===== config.mk =====
export PLATFORM = sky130hd
export DESIGN_NAME = spi_master_multimode
export DESIGN_NICKNAME = d
export VERILOG_FILES = /design/src/rtl/spi_master_multimode.sv
export SDC_FILE = /design/constraint.sdc
export NUM_CORES = 1
export LEC_CHECK = 0
export BUFFER_PORTS_ARGS = -buffer_cell sky130_fd_sc_hd__buf_2
export CAP_MARGIN = 20
export CORE_MARGIN = 2
export CORE_UTILIZATION = 52
export CTS_CLUSTER_DIAMETER = 80
export DETAILED_ROUTE_END_ITERATION = 10
export PLACE_DENSITY = 0.77
export SYNTH_ARGS = -nofsm -noshare
export SYNTH_HDL_FRONTEND = slang
export SYNTH_SLANG_ARGS = --single-unit

===== constraint.sdc =====
create_clock -name clk_in -period 3.4 [get_ports clk_in]
set_clock_uncertainty 0.15 [all_clocks]
set_input_delay 0.68 -clock clk_in [delete_from_list [all_inputs] [get_ports clk_in]]
set_output_delay 0.68 -clock clk_in [all_outputs]
set_load 0.005 [all_outputs]

===== src/rtl/spi_master_multimode.sv =====
// SPI master with run-time CPOL/CPHA, bit order and chip-select selection.
// It drives a start/busy/done handshake, error pulses on rejected starts, and a wrapping transfer count.
module spi_master_multimode #(
  parameter int DATA_W  = 32,
  parameter int CLK_DIV = 5,
  parameter int NUM_CS  = 1,
  parameter int CS_W    = 1,
  parameter int CNT_W   = 16
) (
  input  logic              clk_in,
  input  logic              reset,
  input  logic              start,
  input  logic [DATA_W-1:0] tx_data,
  input  logic [CS_W-1:0]   cs_sel,
  input  logic              cpol,
  input  logic              cpha,
  input  logic              lsb_first,
  input  logic              miso,
  output logic              sclk,
  output logic              mosi,
  output logic [NUM_CS-1:0] cs_n,
  output logic              busy,
  output logic              done,
  output logic [DATA_W-1:0] rx_data,
  output logic              err,
  output logic [CNT_W-1:0]  xfer_count
);

  localparam int DIV_W  = (CLK_DIV > 1) ? $clog2(CLK_DIV) : 1;
  localparam int EDGE_W = $clog2(2 * DATA_W + 1);
  localparam logic [DIV_W-1:0]  DIV_LAST  = DIV_W'(CLK_DIV - 1);
  localparam logic [EDGE_W-1:0] EDGE_LAST = EDGE_W'(2 * DATA_W);
  localparam logic [31:0]       NUM_CS_W  = 32'(NUM_CS);

  typedef enum logic [1:0] {IDLE, LEAD, SHIFT, TRAIL} state_t;

  state_t              state_q, state_d;
  logic [DIV_W-1:0]    div_q, div_d;
  logic [EDGE_W-1:0]   edge_q, edge_d;
  logic                sclk_q, sclk_d, mosi_q, mosi_d;
  logic [NUM_CS-1:0]   cs_n_q, cs_n_d;
  logic                busy_q, busy_d, done_q, done_d, err_q, err_d;
  logic [DATA_W-1:0]   rx_data_q, rx_data_d;
  logic [CNT_W-1:0]    cnt_q, cnt_d;
  logic                cpha_q, cpha_d, lsb_q, lsb_d;
  logic [DATA_W-1:0]   tx_sh_q, tx_sh_d, rx_sh_q, rx_sh_d;
  logic [31:0]         cs_sel_w;
  logic [EDGE_W-1:0]   edge_k;
  logic                tick, sample;

  function automatic logic first_bit(input logic [DATA_W-1:0] w, input logic lsb);
    return lsb ? w[0] : w[DATA_W-1];
  endfunction

  function automatic logic [DATA_W-1:0] shift_out(input logic [DATA_W-1:0] w, input logic lsb);
    return lsb ? {1'b0, w[DATA_W-1:1]} : {w[DATA_W-2:0], 1'b0};
  endfunction

  function automatic logic [DATA_W-1:0] shift_in(input logic [DATA_W-1:0] w, input logic b,
                                                 input logic lsb);
    return lsb ? {b, w[DATA_W-1:1]} : {w[DATA_W-2:0], b};
  endfunction

  assign cs_sel_w = 32'(cs_sel);
  assign tick     = (div_q == DIV_LAST);
  assign edge_k   = edge_q + EDGE_W'(1);
  // Odd edges lead; the sampling edge is the leading one only when cpha=0.
  assign sample   = edge_k[0] ^ cpha_q;

  always_comb begin
    state_d   = state_q;
    div_d     = div_q;
    edge_d    = edge_q;
    sclk_d    = sclk_q;
    mosi_d    = mosi_q;
    cs_n_d    = cs_n_q;
    busy_d    = busy_q;
    done_d    = 1'b0;
    err_d     = 1'b0;
    rx_data_d = rx_data_q;
    cnt_d     = cnt_q;
    cpha_d    = cpha_q;
    lsb_d     = lsb_q;
    tx_sh_d   = tx_sh_q;
    rx_sh_d   = rx_sh_q;
    if (state_q == IDLE) begin
      if (start) begin
        if (cs_sel_w < NUM_CS_W) begin
          state_d = LEAD;
          div_d   = '0;
          edge_d  = '0;
          busy_d  = 1'b1;
          sclk_d  = cpol;
          cpha_d  = cpha;
          lsb_d   = lsb_first;
          for (int i = 0; i < NUM_CS; i++) cs_n_d[i] = (cs_sel_w != 32'(i));
          if (!cpha) begin
            mosi_d  = first_bit(tx_data, lsb_first);
            tx_sh_d = shift_out(tx_data, lsb_first);
          end else begin
            tx_sh_d = tx_data;
          end
        end else begin
          err_d = 1'b1;
        end
      end
    end else begin
      err_d = start;
      div_d = tick ? '0 : div_q + DIV_W'(1);
      if (tick) begin
        if (state_q == TRAIL) begin
          state_d   = IDLE;
          cs_n_d    = '1;
          busy_d    = 1'b0;
          done_d    = 1'b1;
          mosi_d    = 1'b0;
          rx_data_d = rx_sh_q;
          cnt_d     = cnt_q + CNT_W'(1);
        end else begin
          edge_d  = edge_k;
          sclk_d  = ~sclk_q;
          state_d = (edge_k == EDGE_LAST) ? TRAIL : SHIFT;
          if (sample) begin
            rx_sh_d = shift_in(rx_sh_q, miso, lsb_q);
          end else if (edge_k != EDGE_LAST) begin
            mosi_d  = first_bit(tx_sh_q, lsb_q);
            tx_sh_d = shift_out(tx_sh_q, lsb_q);
          end
        end
      end
    end
  end

  always_ff @(posedge clk_in) begin
    if (reset) begin
      state_q   <= IDLE;
      div_q     <= '0;
      edge_q    <= '0;
      sclk_q    <= 1'b0;
      mosi_q    <= 1'b0;
      cs_n_q    <= '1;
      busy_q    <= 1'b0;
      done_q    <= 1'b0;
      err_q     <= 1'b0;
      rx_data_q <= '0;
      cnt_q     <= '0;
    end else begin
      state_q   <= state_d;
      div_q     <= div_d;
      edge_q    <= edge_d;
      sclk_q    <= sclk_d;
      mosi_q    <= mosi_d;
      cs_n_q    <= cs_n_d;
      busy_q    <= busy_d;
      done_q    <= done_d;
      err_q     <= err_d;
      rx_data_q <= rx_data_d;
      cnt_q     <= cnt_d;
    end
    cpha_q  <= cpha_d;
    lsb_q   <= lsb_d;
    tx_sh_q <= tx_sh_d;
    rx_sh_q <= rx_sh_d;
  end

  assign sclk       = sclk_q;
  assign mosi       = mosi_q;
  assign cs_n       = cs_n_q;
  assign busy       = busy_q;
  assign done       = done_q;
  assign err        = err_q;
  assign rx_data    = rx_data_q;
  assign xfer_count = cnt_q;

endmodule


# [Word level (Yosys, flattened, before mapping)]
# Index checks and enable logic that the tools add are counted.
# Widths: inputs -> output; s select.
[classes] reduce_logical=15 muxes=55 multipliers=0 add_sub_neg=3 n_bitwise=5 n_div=0 eq_ne=10 n_lt_le_gt_ge=1 shifts=0
[ops] operator="$mux 32" n=11
[ops] operator="$mux 7" n=5
[ops] operator="$mux 1" n=30
[ops] operator="$add 16x1->16 const B" n=1
[ops] operator="$mux 3" n=4
[ops] operator="$reduce_and 4->1" n=3
[ops] operator="$reduce_and 6->1" n=2
[ops] operator="$mux 2" n=5
[ops] operator="$reduce_and 3->1" n=3
[ops] operator="$add 7x1->7 const B" n=1
[ops] operator="$eq 7x7->1 const B" n=1
[ops] operator="$ne 7x7->1 const B" n=1
[ops] operator="$ne 2x2->1 const B" n=3
[ops] operator="$reduce_bool 2->1" n=3
[ops] operator="$ne 2x1->1 const B" n=2
[ops] operator="$not 1->1" n=4
[ops] operator="$add 3x1->3 const B" n=1
[ops] operator="$eq 3x3->1 const B" n=1
[ops] operator="$ne 3x1->1 const B" n=1
[ops] operator="$reduce_bool 3->1" n=1
[ops] operator="$reduce_or 3->1" n=1
[ops] operator="$eq 2x2->1 const B" n=1
[ops] operator="$logic_not 2->1" n=1
[ops] operator="$reduce_and 2->1" n=1
[ops] operator="2 further kinds" n=2
[totals] input_bits=40 latch_bits=0 reg_bits=132 mem_count=0 mem_bits_ro=0 mem_bits_rw=0 word_cells=104

# [Depth between registers and ports, before layout]
# Gate-level depths: netlist of run 1.
[logic_depth] depth_word=7 depth_mapped=8

# [Worst setup path after synthesis of run 1]
# OpenSTA, ideal clock, no wires.
[synth_path] kind="input port to flip-flop" start="input port cs_sel" end="register tx_sh_q[0], enable pin" required_time_ps=2818 path_buffers=1 path_slack_ps=-44 path_stages=4 t_arrival_ps=2862 cell_sequence="nand3b_1 -> and2_1 -> clkbuf_1 -> a21oi_1"
[synth_via] elab_chain_cells=3
[synth_lines] item="from (decl)" line="14" rtl="input logic [CS_W-1:0] cs_sel,"
[synth_lines] item="$lt 1x1->1" line="88" rtl="if (cs_sel_w < NUM_CS_W) begin"
[synth_lines] item="$ne 2x1->1 (no source line)"
[synth_lines] item="$reduce_and 6->1 (no source line)"
[synth_lines] item="to (signal assigned)" line="162" rtl="tx_sh_q <= tx_sh_d;"
[synth_lines] item="to (decl)" line="46" rtl="logic [DATA_W-1:0] tx_sh_q, tx_sh_d, rx_sh_q, rx_sh_d;"
# Every way passes these cells.
# A chain may end at the register's enable or synchronous reset.

# [Worst setup path in the final report of run 1]
[layout_path] start="register state_q[0]" end="register tx_sh_q[30], enable pin"
[layout_via] elab_chain_cells=3
[layout_lines] item="from (decl)" line="37" rtl="state_t state_q, state_d;"
[layout_lines] item="from (signal assigned)" line="148" rtl="state_q <= state_d;"
[layout_lines] item="$eq 2x2->1 / $logic_not 2->1 (equally long branches)" line="111, 86"
[layout_lines] item="$ne 2x2->1 (no source line), or another cell as far along"
[layout_lines] item="$reduce_and 6->1 (no source line) (*)"
# Every way passes the cells marked *; elsewhere a longest branch is shown, timed or not.

==> flow_summary.json, run 1 <==
{
  "synth_edf_count": 66,
  "grt_use_total_pct": 20.6,
  "syn_area_per_cell_um2": 9.72,
  "critPathKind": "register to register",
  "async_flop_share_pct": 0,
  "tns_ps": 0,
  "fin_crit_ps": 2650,
  "sw_frac_of_total_pct": 21.9,
  "synth.cell_area_um2": 6430,
  "hold_class": "register to register",
  "path_clk_slew_ps": 50,
  "cts.htree.levels": 4,
  "regArea_um2": 3300,
  "initial_core_util_pct": 53.4,
  "wl_mm": 13.3,
  "p_seq_share_pct": 45.6,
  "holdPathStages": 2,
  "ys_seq_area_share_pct": 51.3,
  "grt_max_degree": 96,
  "fill_cells": 986,
  "synth_nets": 708,
  "finalHoldViolCount": 0,
  "rrSetupSlack_ps": 750,
  "portBuffers": 93,
  "clk_latency_ps": 410,
  "hold_start": "rx_data[8]",
  "ios": 94,
  "critPathCaptureType": "register",
  "die_width_um": 115,
  "whs_ps": 300,
  "cp.arrival_ps": 2570,
  "netlist.area_leader.share_pct": 30.8,
  "cp-start-kind": "register",
  "r2r_start": "state_q[0]",
  "ant_nets": 0,
  "ys_types": 45,
  "rsz0062_at_grt": "false",
  "worst-r2r-cell-count": 7,
  "grt_pass1_vias": 4798,
  "via_per_inst": 5.48,
  "synth_area_leaders": "edfxtp_1 31%, dfxtp_1 21%, a21oi_1 8.4%",
  "layout-drive-gt1-share_pct": 23.3,
  "synth_area_leader_cell": "edfxtp_1",
  "slew_headroom_pct": 39.6,
  "cp_max_fo": 74,
  "pwr-share-comb_pct": 8.0,
  "hpwl_mm": 8.58,
  "cp_data_required_time_ps": 3320,
  "die_area_um2": 13300,
  "multiInputGateArea_um2": 2920,
  "switchingPower_mw": 0.835,
  "most-common-layout-cells": "107 x a21oi_1, 93 x buf_2, 88 x nand2_1",
  "synth_ff_type": "edfxtp_1",
  "p_clk_share_pct": 46.4,
  "holdBufCountCts": 0,
  "initialDrtViolationCount": 345,
  "final_util_pct": 63.0,
  "p_int_mw": 2.97,
  "wl_per_cell_um": 14.6,
  "nets": 781,
  "cts.path.max_buffers": 2,
  "outcome": "finished, final reports clean",
  "antenna_cells": 0,
  "finalSetupViolCount": 0,
  "cap_violations": 0,
  "fin_crit_sh_pct": 78.1,
  "syn2layout_area_growth_pct": 18.1,
  "p_per_area_nw_per_um2": 501,
  "chipHeight_um": 115,
  "route.detailed.drc": 0,
  "root_buffer": "clkbuf_16",
  "drv_slew": 0,
  "worst_slew_pin_slew_ps": 905,
  "grt.overflow.total": 0,
  "grt_pass1_wl_mm": 21.8,
  "regToRegEndpoint": "tx_sh_q[30]",
  "yosysWarnings": 0,
  "gp_congestion": 0.830,
  "peakVddDrop_mv": 0.342,
  "coreArea_um2": 12100,
  "post_cts_resized": 0,
  "postCtsSetupRepairBufs": 0,
  "ys_ff_latch": 132,
  "power.leakage_nw": 2.94,
  "max_freq_mhz": 377,
  "vias": 5022,
  "cts_buffers": 17,
  "clock_sinks": 132,
  "antenna_found_initial": 0,
  "mostFrequentLayoutCell": "a21oi_1",
  "synthCells": 662,
  "cts_tree": "done",
  "holdPathEnd": "rx_data[8]",
  "firstDrtPassIters": 5,
  "rows": 40
}
[synthesized netlist by cell type (9+ instances only)]
master	instances
a21oi_1	108
nand2_1	88
dfxtp_1	66
edfxtp_1	66
nor2_1	59
clkbuf_1	35
mux2i_1	34
nor2b_1	33
a211oi_1	32
mux2_2	32
nand3_1	13
o21ai_0	10
inv_1	9
[final cells by class]
type                            count  area share [%]
Clock buffer                       25            6.82
Clock inverter                      7           0.889
Inverter                            9           0.445
Multi-Input combinational cell    473            38.4
Sequential cell                   132            43.5
Tap cell                          168            2.77
Timing Repair Buffer              102            7.18
[metal layers]
| metal | GRT usage, % | vias up | share of wire (%) |
|---|---|---|---|
| li1 | - | 2525 | - |
| met1 | 25.9 | 2370 | 47 |
| met2 | 33.3 | 102 | 47 |
| met3 | 5.22 | 25 | 4.4 |
| met4 | 9.80 | 0 | 2.1 |
| met5 | 0 | - | 0 |
[sequential cells by signal, indices dropped and copies added (netlist names), 2 cells and up]
name        flops
tx_sh_q        32
xfer_count     16
rx_sh_q        32
state_q         2
div_q           3
rx_data        32
edge_q          7
[power groups by stage]
| stage | logic [mW] | registers [mW] | clock network, mW |
|---|---|---|---|
| 2_1_floorplan | 0.219 | 1.76 | 0 |
| 3_3_place_gp | 0.288 | 1.77 | 0 |
| 3_5_place_dp | 0.300 | 1.77 | 0 |
| 4_1_cts | 0.303 | 1.74 | 1.79 |
| 6_report | 0.303 | 1.74 | 1.77 |
| 5_1_grt | 0.339 | 1.74 | 1.87 |
[stage by stage]
| step | setup slack (ps) | power, mW | instances | area (um^2) |
|---|---|---|---|---|
| 2_1_floorplan | 671 | 1.98 | 662 | 6440 |
| 3_3_place_gp | 891 | 2.05 | 884 | 7010 |
| 3_5_place_dp | 767 | 2.07 | 884 | 7010 |
| 4_1_cts | 741 | 3.83 | 916 | 7600 |
| 5_1_grt | 530 | 3.95 | 916 | 7600 |
| 6_report | 746 | 3.81 | 916 | 7600 |
[critical path, stage by stage, from the launching register on]
cell and delay (ps):
dfxtp_1 330, inv_1 70, ha_2 210, buf_4 570, nand3b_1 170, and2_1 260
a21oi_2 130, buf_4 380
[kinds of logic after synthesis]
family,synth area share (%)
compound gates,14.6
buf+inv,3.42
fa+ha+maj,1.17
flops,51.3
xor+xnor,1.36
simple gates,16.7
mux,11.4
[how the worst max path moves through the flow]
stage / from / end / cells past startpoint
after floorplan: cs_sel / tx_sh_q[0] / 4
after global placement: state_q[0] / tx_sh_q[24] / 7
after detailed placement: div_q[0] / xfer_count[12] / 6
after CTS: div_q[0] / xfer_count[12] / 6
after global routing: div_q[0] / xfer_count[12] / 6
final: state_q[0] / tx_sh_q[30] / 7
Note: power is estimated with default switching activity, not from simulation.
==> run 2, diff against run 1 <==
clock period = 2.3 ns   (was 3.4 ns; I/O delays follow)
==> run 2 against run 1 <==
Against the previous run:
- non-clock buffer count up 7
- register-to-register slack lost 560 ps
- worst setup slack worse by 560 ps
- critical path type unchanged
==> flow_summary.json, run 2 (synthesis results as in run 1) <==
{
  "cts.path.max_buffers": 2,
  "most-common-layout-cells": "107 x a21oi_1, 93 x buf_2, 88 x nand2_1",
  "tns_ps": 0,
  "cts.htree.levels": 4,
  "finalHoldViolCount": 0,
  "cp-start-kind": "register",
  "rrSetupSlack_ps": 190,
  "vias": 5022,
  "nets": 788,
  "portBuffers": 93,
  "rsz0062_at_grt": "false",
  "final_util_pct": 64.4,
  "critical_path.max_stage_delay_ps": 440,
  "grt_pass1_vias": 4639,
  "fill_cells": 987,
  "cp_data_required_time_ps": 2440,
  "design_area_um2": 7770,
  "via_per_inst": 5.44,
  "clk_latency_ps": 420,
  "regArea_um2": 3300,
  "path_delay_family": "simple AND/OR/NAND/NOR gates",
  "placedInstanceArea_um2": 7150,
  "critPathKind": "register to register",
  "cp.depth": 6,
  "postCtsSetupRepairBufs": 0,
  "multiInputGateArea_um2": 2930,
  "gp_congestion": 0.803,
  "antenna_found_initial": 1,
  "grt_use_total_pct": 20.5,
  "r2r_start": "state_q[1]",
  "regToRegEndpoint": "xfer_count[14]",
  "max_freq_mhz": 474,
  "mostFrequentLayoutCell": "a21oi_1",
  "clock_sinks": 132,
  "drv_slew": 0,
  "coreArea_um2": 12100,
  "finalSetupViolCount": 0,
  "wl_mm": 13.2,
  "path_clk_slew_ps": 60,
  "worst_slew_pin_slew_ps": 604,
  "cp_max_fo": 15,
  "grt.overflow.total": 0,
  "slew_headroom_pct": 59.8,
  "firstDrtPassIters": 4,
  "hold_start": "cs_sel",
  "fin_crit_ps": 2110,
  "hold_class": "input pin to register",
  "route.detailed.drc": 0,
  "ios": 94,
  "peakVddDrop_mv": 0.415,
  "crit_end": "xfer_count[14]",
  "critPathCaptureType": "register",
  "grt_max_degree": 67,
  "whs_ps": 174,
  "syn2layout_area_growth_pct": 20.7,
  "critPathBufInv": 1,
  "fin_crit_sh_pct": 91.8,
  "p_per_area_nw_per_um2": 743,
  "power.leakage_nw": 3.01,
  "cts_buffers": 17,
  "startpoint": "state_q[1]",
  "cp.arrival_ps": 2250,
  "chipHeight_um": 115,
  "grt_pass1_wl_mm": 21.6,
  "die_width_um": 115,
  "worst-r2r-cell-count": 6,
  "rows": 40,
  "cpMaxStageDelayCell": "nor4_2",
  "layout-drive-gt1-share_pct": 24.8,
  "outcome": "finished, final reports clean",
  "root_buffer": "clkbuf_16",
  "holdBufCountCts": 0,
  "cap_violations": 0,
  "initialDrtViolationCount": 287,
  "die_area_um2": 13300,
  "post_cts_resized": 0,
  "wl_per_cell_um": 14.3,
  "initial_core_util_pct": 53.4,
  "ant_nets": 0,
  "hpwl_mm": 8.94,
  "path_cells": "inv_1 -> ha_2 -> nand4b_4 -> nor4_2 -> nand3_1 -> mux2_1",
  "cts_tree": "done"
}
==> run 2: cell types whose count changed in the layout (fill, tap and decap cells not counted), sizes merged <==
cell and change:
buf +7, clkinvlp +1, diode +1, inv +1, clkbuf -2
==> run 2: cell type report <==
class	count	area share [%]
Sequential cell	132	42.5
Multi-Input combinational cell	473	37.8
Timing Repair Buffer	109	8.67
Clock buffer	23	6.72
Tap cell	168	2.71
Clock inverter	9	1.14
Inverter	9	0.435
Antenna cell	1	0.0322
==> run 2: where the power goes <==
group | switching, mW | internal, mW
sequential | 0.0300 | 2.54
combinational | 0.270 | 0.200
clock | 1.01 | 1.72
==> run 2: worst min path at each step <==
stage | endpoint | cells after the start | slack (ps)
after floorplan | rx_data[0] | 2 | 300
after global placement | rx_data[6] | 2 | 290
after detailed placement | rx_data[8] | 2 | 290
after CTS | err | 2 | 170
after global routing | err | 2 | 180
final | err | 2 | 170
==> run 2: metrics by stage <==
| step | power (mW) | std cells | setup slack (ps) |
|---|---|---|---|
| CTS | 5.81 | 923 | 188 |
| global route | 5.95 | 923 | 40.8 |
| global placement | 3.06 | 891 | 285 |
| floorplan | 2.93 | 662 | 0.514 |
| detailed placement | 3.08 | 891 | 213 |
| finish | 5.77 | 924 | 189 |
==> run 2: metal layers <==
layer / share of wire, % / routed length (um) / vias up / track usage [%]
met1: 46 / 6120 / 2364 / 26.0
li1: - / - / 2539 / -
met2: 48 / 6390 / 107 / 34.1
met4: 1.1 / 149 / 0 / 6.43
met3: 4.3 / 572 / 12 / 5.90
met5: 0 / 0 / - / 0
